### src/rtl/traffic_phase_ctrl.sv
// Two-road traffic phase sequencer with all-red clearance; outputs registered with the state, en=0 freezes all timing.
// Optional pedestrian walk phase compiled in with TLC_PED_EN; without it ped_req is ignored and walk/ped_ack stay 0.
module traffic_phase_ctrl #(
    parameter int GREEN_CYC   = 8,
    parameter int YELLOW_CYC  = 3,
    parameter int RED_CLR_CYC = 2,
    parameter int PED_CYC     = 5,
    parameter int CNT_W       = 4
) (
    input  logic       clk,
    input  logic       rst_n,
    input  logic       en,
    input  logic       ped_req,
    output logic [2:0] ns_light,
    output logic [2:0] ew_light,
    output logic       walk,
    output logic       ped_ack,
    output logic [2:0] phase
);

    typedef enum logic [2:0] {
        NS_G = 3'd0,
        NS_Y = 3'd1,
        AR1  = 3'd2,
        EW_G = 3'd3,
        EW_Y = 3'd4,
        AR2  = 3'd5,
        PED  = 3'd6,
        BAD  = 3'd7
    } state_t;

    localparam logic [2:0] L_RED = 3'b100;
    localparam logic [2:0] L_GRN = 3'b010;
    localparam logic [2:0] L_YEL = 3'b001;

    // Timer is loaded with duration-1 so a phase lasts exactly N enabled cycles.
    function automatic logic [CNT_W-1:0] load_val(input state_t s);
        logic [CNT_W-1:0] v;
        case (s)
            NS_G, EW_G: v = CNT_W'(GREEN_CYC - 1);
            NS_Y, EW_Y: v = CNT_W'(YELLOW_CYC - 1);
            PED:        v = CNT_W'(PED_CYC - 1);
            default:    v = CNT_W'(RED_CLR_CYC - 1);
        endcase
        return v;
    endfunction

    function automatic logic [2:0] ns_code(input state_t s);
        logic [2:0] c;
        case (s)
            NS_G:    c = L_GRN;
            NS_Y:    c = L_YEL;
            default: c = L_RED;
        endcase
        return c;
    endfunction

    function automatic logic [2:0] ew_code(input state_t s);
        logic [2:0] c;
        case (s)
            EW_G:    c = L_GRN;
            EW_Y:    c = L_YEL;
            default: c = L_RED;
        endcase
        return c;
    endfunction

    state_t           state_q;
    state_t           state_d;
    logic [CNT_W-1:0] timer_q;
    logic [2:0]       ns_q;
    logic [2:0]       ew_q;
    logic             advance;

`ifdef TLC_PED_EN
    logic pending_q;
    logic dir_ew_q;
    logic walk_q;
    logic ped_ack_q;
    logic ped_go;
    logic enter_ped;
`else
    logic unused_ped_req;
    assign unused_ped_req = ped_req;
`endif

    // The illegal code recovers immediately, independent of the timer.
    assign advance = (en && (timer_q == '0)) || (state_q == BAD);

    always_comb begin
        state_d = state_q;
`ifdef TLC_PED_EN
        ped_go  = pending_q | ped_req;
`endif
        case (state_q)
            NS_G: state_d = NS_Y;
            NS_Y: state_d = AR1;
`ifdef TLC_PED_EN
            AR1:  state_d = ped_go ? PED : EW_G;
            AR2:  state_d = ped_go ? PED : NS_G;
            PED:  state_d = dir_ew_q ? EW_G : NS_G;
`else
            AR1:  state_d = EW_G;
            AR2:  state_d = NS_G;
`endif
            EW_G: state_d = EW_Y;
            EW_Y: state_d = AR2;
            default: state_d = AR2;
        endcase
    end

`ifdef TLC_PED_EN
    assign enter_ped = advance && (state_d == PED);
`endif

    always_ff @(posedge clk) begin
        if (!rst_n) begin
            state_q   <= AR2;
            timer_q   <= CNT_W'(RED_CLR_CYC - 1);
            ns_q      <= L_RED;
            ew_q      <= L_RED;
`ifdef TLC_PED_EN
            pending_q <= 1'b0;
            dir_ew_q  <= 1'b0;
            walk_q    <= 1'b0;
            ped_ack_q <= 1'b0;
`endif
        end else begin
            if (advance) begin
                state_q <= state_d;
                timer_q <= load_val(state_d);
                ns_q    <= ns_code(state_d);
                ew_q    <= ew_code(state_d);
            end else if (en) begin
                timer_q <= timer_q - 1'b1;
            end
`ifdef TLC_PED_EN
            if (advance) begin
                walk_q <= (state_d == PED);
            end
            ped_ack_q <= enter_ped;
            // Requests are latched even with en low, but never while walking.
            if (enter_ped) begin
                pending_q <= 1'b0;
                dir_ew_q  <= (state_q == AR1);
            end else if (ped_req && (state_q != PED)) begin
                pending_q <= 1'b1;
            end
`endif
        end
    end

    assign ns_light = ns_q;
    assign ew_light = ew_q;
    assign phase    = state_q;
`ifdef TLC_PED_EN
    assign walk     = walk_q;
    assign ped_ack  = ped_ack_q;
`else
    assign walk     = 1'b0;
    assign ped_ack  = 1'b0;
`endif

endmodule

### config.mk
export PLATFORM = sky130hd
export DESIGN_NAME = traffic_phase_ctrl
export DESIGN_NICKNAME = d
export VERILOG_FILES = /design/src/rtl/traffic_phase_ctrl.sv
export SDC_FILE = /design/constraint.sdc
export NUM_CORES = 1
export LEC_CHECK = 0
export BUFFER_PORTS_ARGS = -buffer_cell sky130_fd_sc_hd__buf_2
export CAP_MARGIN = 10
export CORE_MARGIN = 5
export CORE_UTILIZATION = 30
export DETAILED_ROUTE_END_ITERATION = 7
export PLACE_DENSITY = 0.56
export SLEW_MARGIN = 30
export SYNTH_ARGS = -nofsm -noshare
export SYNTH_HDL_FRONTEND = slang
export SYNTH_SLANG_ARGS = --single-unit
export TNS_END_PERCENT = 10
### constraint.sdc
create_clock -name clk -period 4.4 [get_ports clk]
set_clock_uncertainty 0.1 [all_clocks]
set_input_delay 0.22 -clock clk [delete_from_list [all_inputs] [get_ports clk]]
set_output_delay 0.22 -clock clk [all_outputs]
set_load 0.005 [all_outputs]
==> results.toml, run 1 <==
[outcome]
outcome = "finished, final reports clean"

[floorplan]
row_count = 18
core-area_um2 = 2432
dieHeight_um = 59.90
initial_core_util_pct = 30.71
die_x_um = 59.90
io_pins = 15
dieArea_um2 = 3588

[logic_synthesis]
syn_area_per_cell_um2 = 8.892
ys_seq_elements = 13
synth_edf_count = 0
yosysMostFrequentCell = "dfxtp_1"
syn_inst = 84
yosys_warnings = 0
ys_async_sr_fraction_pct = 0
synth_top_area_share_pct = 34.84
yosys.area_share.simple_pct = 25.29
synthTopCellsByArea = "dfxtp_1 35%, nand2_1 4.5%, a21oi_1 4.0%, ha_1 3.4%, buf_4 3.0%"
synth_ff_type = "dfxtp_1"
synth_compound_area_share_pct = 21.61
yosysSeqAreaShare_pct = 34.84
synth_top_family_by_area = "simple AND/OR/NAND/NOR gates"
mappedNetlistArea_um2 = 747.0
synthMuxAreaShare_pct = 1.340
synth_area_leader_cell = "dfxtp_1"
netlist-cell-type-count = 40
synth_adder_area_share_pct = 3.350
yosys.area_share.xor_xnor_pct = 3.518
yosys-top-cells-count = "13 x dfxtp_1, 9 x nand2_1, 6 x a21oi_1, 5 x inv_1"

[routing]
detail_route.first_pass.iterations = 4
drc = 0
first_iter_violations = 4
wl_per_cell_um = 12.75
vias = 610
drt_wl_total_um = 1555
via_per_inst = 5.000
ant_nets = 0

[finish]
nFillCells = 269
drive_gt1_share_pct = 22.83
antenna_cells = 0
area_growth_pct = 9.380
final_nets = 99
multiInputGateArea_um2 = 419.2
final_cells = 122
regArea_um2 = 260.3

[sta]
rsz0062_at_grt = "false"
period_minus_slack_ns = 1.806
hold_ws_ns = 0.1056
finalHoldViolCount = 0
slew_violations = 0
fmax_mhz = 553.6
tightest_slew_ns = 0.5080
setup_violations = 0
setup-tns-final_ns = 0
setup_ws_ns = 2.594
post-route-period-util_pct = 41.05
slew_headroom_pct = 66.09

[clocking]
cts.path.max_buffers = 2
ctsHoldBuffers = 0
cts_tree = "built"
postCtsSetupBuffers = 0
cts_made_buffers = 3
worstSkewPairLatency_ns = 0.28
clock_sinks = 13
htreeDepth = 1
clkTransAtPathRegs_ns = 0.08
cts_resized = 0
cts_root_buf = "clkbuf_4"

[grt]
grt_overflow = 0
grt_first_pass_wirelength_um = 2753
grt_max_degree = 16
gr-usage-all-layers_pct = 10.39
antenna_found_initial = 0
grt_pass1_vias = 623

[worst_setup_path]
reg2reg_to = "phase[1]"
path_class = "reg2reg"
path_cells = "inv_1 > ha_1 > nand4bb_2 > and2_1 > o31a_1"
endpoint = "phase[1]"
worstPathRequired_ns = 4.47
critPathLaunchType = "flip-flop"
startpoint = "timer_q[0]"
arrival_ns = 1.88
cp_max_fo = 15
critPathSlowestCell = "nand4bb_2"
crit_family = "simple AND/OR/NAND/NOR gates"
reg2reg_from = "timer_q[0]"
slowest_delay_ns = 0.39
rr_worst_depth = 5
crit_cells = 5
cp.buffers_inverters = 1
end_kind = "flip-flop"
ff2ff_setup_slack_ns = 2.59

[place]
dp.cells = 118
dpl_worst_slack_ns = 2.599
place_congestion = 0.7795
dpl.hpwl_um = 1118
numPortBuffers = 11

[power_and_ir_drop]
peakVddDrop_mv = 0.1392
p_leak_nw = 0.3243
powerDensity_nw_per_um2 = 334.5
p_total_mw = 0.2733

[job]
cap_violations = 0

[min_path]
min_path_type = "in2reg"
metal layers:
layer	vias up	part of all wire (%)	global-route usage, %
li1	309	-	-
met1	280	48	13.36
met2	16	43	15.28
met3	5	5.6	2.592
met4	0	3.0	6.646
met5	-	0	0
metrics by stage:
| stage | utilization, % | cell area, µm² |
|---|---|---|
| 2_1_floorplan | - | 750.7 |
| 3_3_place_gp | 32.51 | 790.8 |
| 3_5_place_dp | 32.51 | 790.8 |
| 4_1_cts | 33.59 | 817.0 |
| 5_1_grt | 33.59 | 817.0 |
| 6_report | 33.59 | 817.0 |
where the power goes:
group | internal (mW) | switching (mW) | total, mW
registers | 0.128 | 0.0130 | 0.140
clock network | 0.0352 | 0.0392 | 0.0744
logic | 0.0273 | 0.0312 | 0.0585
cell families after synthesis:
kind of cell             count (synthesis)
AND/OR/NAND/NOR                         30
other                                    1
flip-flops                              13
AO/OA/AOI/OAI                           21
multiplexers                             1
buffers and inverters                   13
adder cells (fa/ha/maj)                  2
XOR/XNOR                                 3
placed cells by master, fill, tap and decap left out, types with 2 or more instances in the layout:
| cell type | count |
|---|---|
| inv_1 | 5 |
| conb_1 | 2 |
| clkbuf_4 | 3 |
| a21oi_1 | 6 |
| ha_1 | 2 |
| nor3_1 | 2 |
| nand3_1 | 3 |
| nor2_1 | 2 |
| dfxtp_1 | 13 |
| xor2_1 | 2 |
| buf_2 | 11 |
| nand2b_1 | 2 |
| o21ai_1 | 3 |
| nor2b_1 | 2 |
| and2_1 | 2 |
| nand2_1 | 9 |
worst min-delay path by stage:
stage                start          end  slack [ns]  depth (start not counted)
2_1_floorplan           en   timer_q[1]        0.32                          3
3_3_place_gp   ns_light[1]  ns_light[1]        0.35                          2
3_5_place_dp   ns_light[1]  ns_light[1]        0.35                          2
4_1_cts              rst_n     phase[2]        0.09                          2
5_1_grt              rst_n     phase[2]        0.11                          2
6_report             rst_n     phase[2]        0.11                          2
state kept, by name (all words and copies together) (netlist names):
name	count
ew_light	3
phase	3
ns_light	3
timer_q	4
layout make-up:
class / count / share of cell area (%)
repair buffers: 11 / 6.738
clock buffers: 4 / 3.216
well taps: 30 / 4.594
multi-input cells: 59 / 51.30
flip-flops and latches: 13 / 31.85
inverters: 5 / 2.297
No activity file was read; power rests on OpenSTA's default activity.
==> inputs of run 2 (changes only) <==
clock period = 1.7 ns   (was 4.4 ns; I/O delays follow)
==> results.toml, run 2 (same netlist as run 1, synthesis figures left out) <==
[outcome]
outcome = "finished, final reports clean"

[sta]
post-route-period-util_pct = 92.34
fmax_mhz = 637.0
finalHoldViolCount = 0
period_minus_slack_ns = 1.570
slew_violations = 0
rsz0062_at_grt = "false"
setup_violations = 0
setup-tns-final_ns = 0

[clocking]
htreeDepth = 1
clock_sinks = 13
cts.path.max_buffers = 2
clkTransAtPathRegs_ns = 0.09
postCtsSetupBuffers = 0
worstSkewPairLatency_ns = 0.27
cts_tree = "built"
cts_made_buffers = 3
cts_root_buf = "clkbuf_4"

[finish]
final_nets = 105
antenna_cells = 0
regArea_um2 = 260.3
multiInputGateArea_um2 = 419.2
nFillCells = 258
final_cell_mix = "13 x dfxtp_1, 11 x buf_2, 9 x nand2_1"
final_common_cell = "dfxtp_1"
final_area_um2 = 864.6
largest_reg_flops = 4
drive_gt1_share_pct = 27.55
area_growth_pct = 15.75
regMostFlops = "timer_q"

[floorplan]
die_x_um = 59.90
initial_core_util_pct = 30.71
row_count = 18
core-area_um2 = 2432
dieHeight_um = 59.90
dieArea_um2 = 3588
io_pins = 15

[routing]
vias = 655
first_iter_violations = 17
drt_wl_total_um = 1598
drc = 0
wl_per_cell_um = 12.48
detail_route.first_pass.iterations = 4
ant_nets = 0
via_per_inst = 5.117

[grt]
grt_pass1_vias = 598
antenna_found_initial = 0
grt_overflow = 0
gr-usage-all-layers_pct = 10.03
grt_max_degree = 12
grt_first_pass_wirelength_um = 2684

[power_and_ir_drop]
p_leak_nw = 0.3481
peakVddDrop_mv = 0.3451
internal-power_mw = 0.5087
powerDensity_nw_per_um2 = 848.2
power.switching_mw = 0.2246
clkPwrFrac_pct = 26.8
swShare_pct = 30.63
seq_power_share_pct = 48.5
p_total_mw = 0.7333
p_comb_share_pct = 24.7

[worst_setup_path]
critPathLaunchType = "flip-flop"
path_class = "reg2reg"
end_kind = "flip-flop"
cp_max_fo = 11
arrival_ns = 1.64
worstPathRequired_ns = 1.77

[place]
dpl.hpwl_um = 1157
place_area_um2 = 828.3
numPortBuffers = 11
place_congestion = 0.7313

[min_path]
min_path_type = "in2reg"

[job]
cap_violations = 0
-- run 2: path summary, 6_finish.rpt --
check / start / to / slack (ns) / depth (start not counted)
setup / recovery: timer_q[1] / phase[1] / 0.13 / 5
hold / removal: en / timer_q[1] / 0.1 / 4
setup reg to reg: timer_q[1] / phase[1] / 0.13 / 5
hold reg to reg: ns_light[1] / ns_light[1] / 0.35 / 2
-- run 2: critical path: stages, from the launching register on --
cell and delay [ns]:
dfxtp_1 0.34, inv_1 0.08, ha_1 0.18, and4bb_2 0.41, a21oi_1 0.11, o31a_1 0.25
-- run 2: area by class of cell --
class	count	area share [%]
multi-input cells	59	48.48
clock buffers	4	3.039
well taps	30	4.342
inverters	5	2.171
flip-flops and latches	13	30.10
repair buffers	17	11.87
-- run 2: what timing repair did --
action | in CTS | in global routing
hold endpoints to repair | 2 | 0
gates resized for setup | 0 | 1
hold buffers | 1 | 0
setup endpoints to repair | 0 | 3
-- run 2: per-layer routing --
metal / vias to the layer above / global-route usage [%] / share of wire [%]
met3: 2 / 2.808 / 5.9
met2: 20 / 14.51 / 42
li1: 323 / - / -
met1: 310 / 13.58 / 50
met4: 0 / 4.747 / 1.7
met5: - / 0 / 0
-- run 2: power by group through the flow --
stage | Sequential [mW] | Clock [mW] | Combinational, mW
4_1_cts | 0.356 | 0.203 | 0.182
6_report | 0.356 | 0.196 | 0.181
3_5_place_dp | 0.363 | 0 | 0.180
5_1_grt | 0.360 | 0.220 | 0.201
2_1_floorplan | 0.357 | 0 | 0.138
3_3_place_gp | 0.362 | 0 | 0.177
-- run 2: through the flow --
step / hold WS [ns] / setup slack, ns / instances / util (%)
floorplan: 0.1844 / 0.2456 / 85 / -
global placement: 0.2423 / 0.06699 / 123 / 34.05
detailed placement: 0.2464 / 0.02927 / 123 / 34.05
CTS: 0.08471 / 0.02447 / 128 / 35.55
global route: 0.1133 / 0.03739 / 128 / 35.55
finish: 0.09581 / 0.1302 / 128 / 35.55
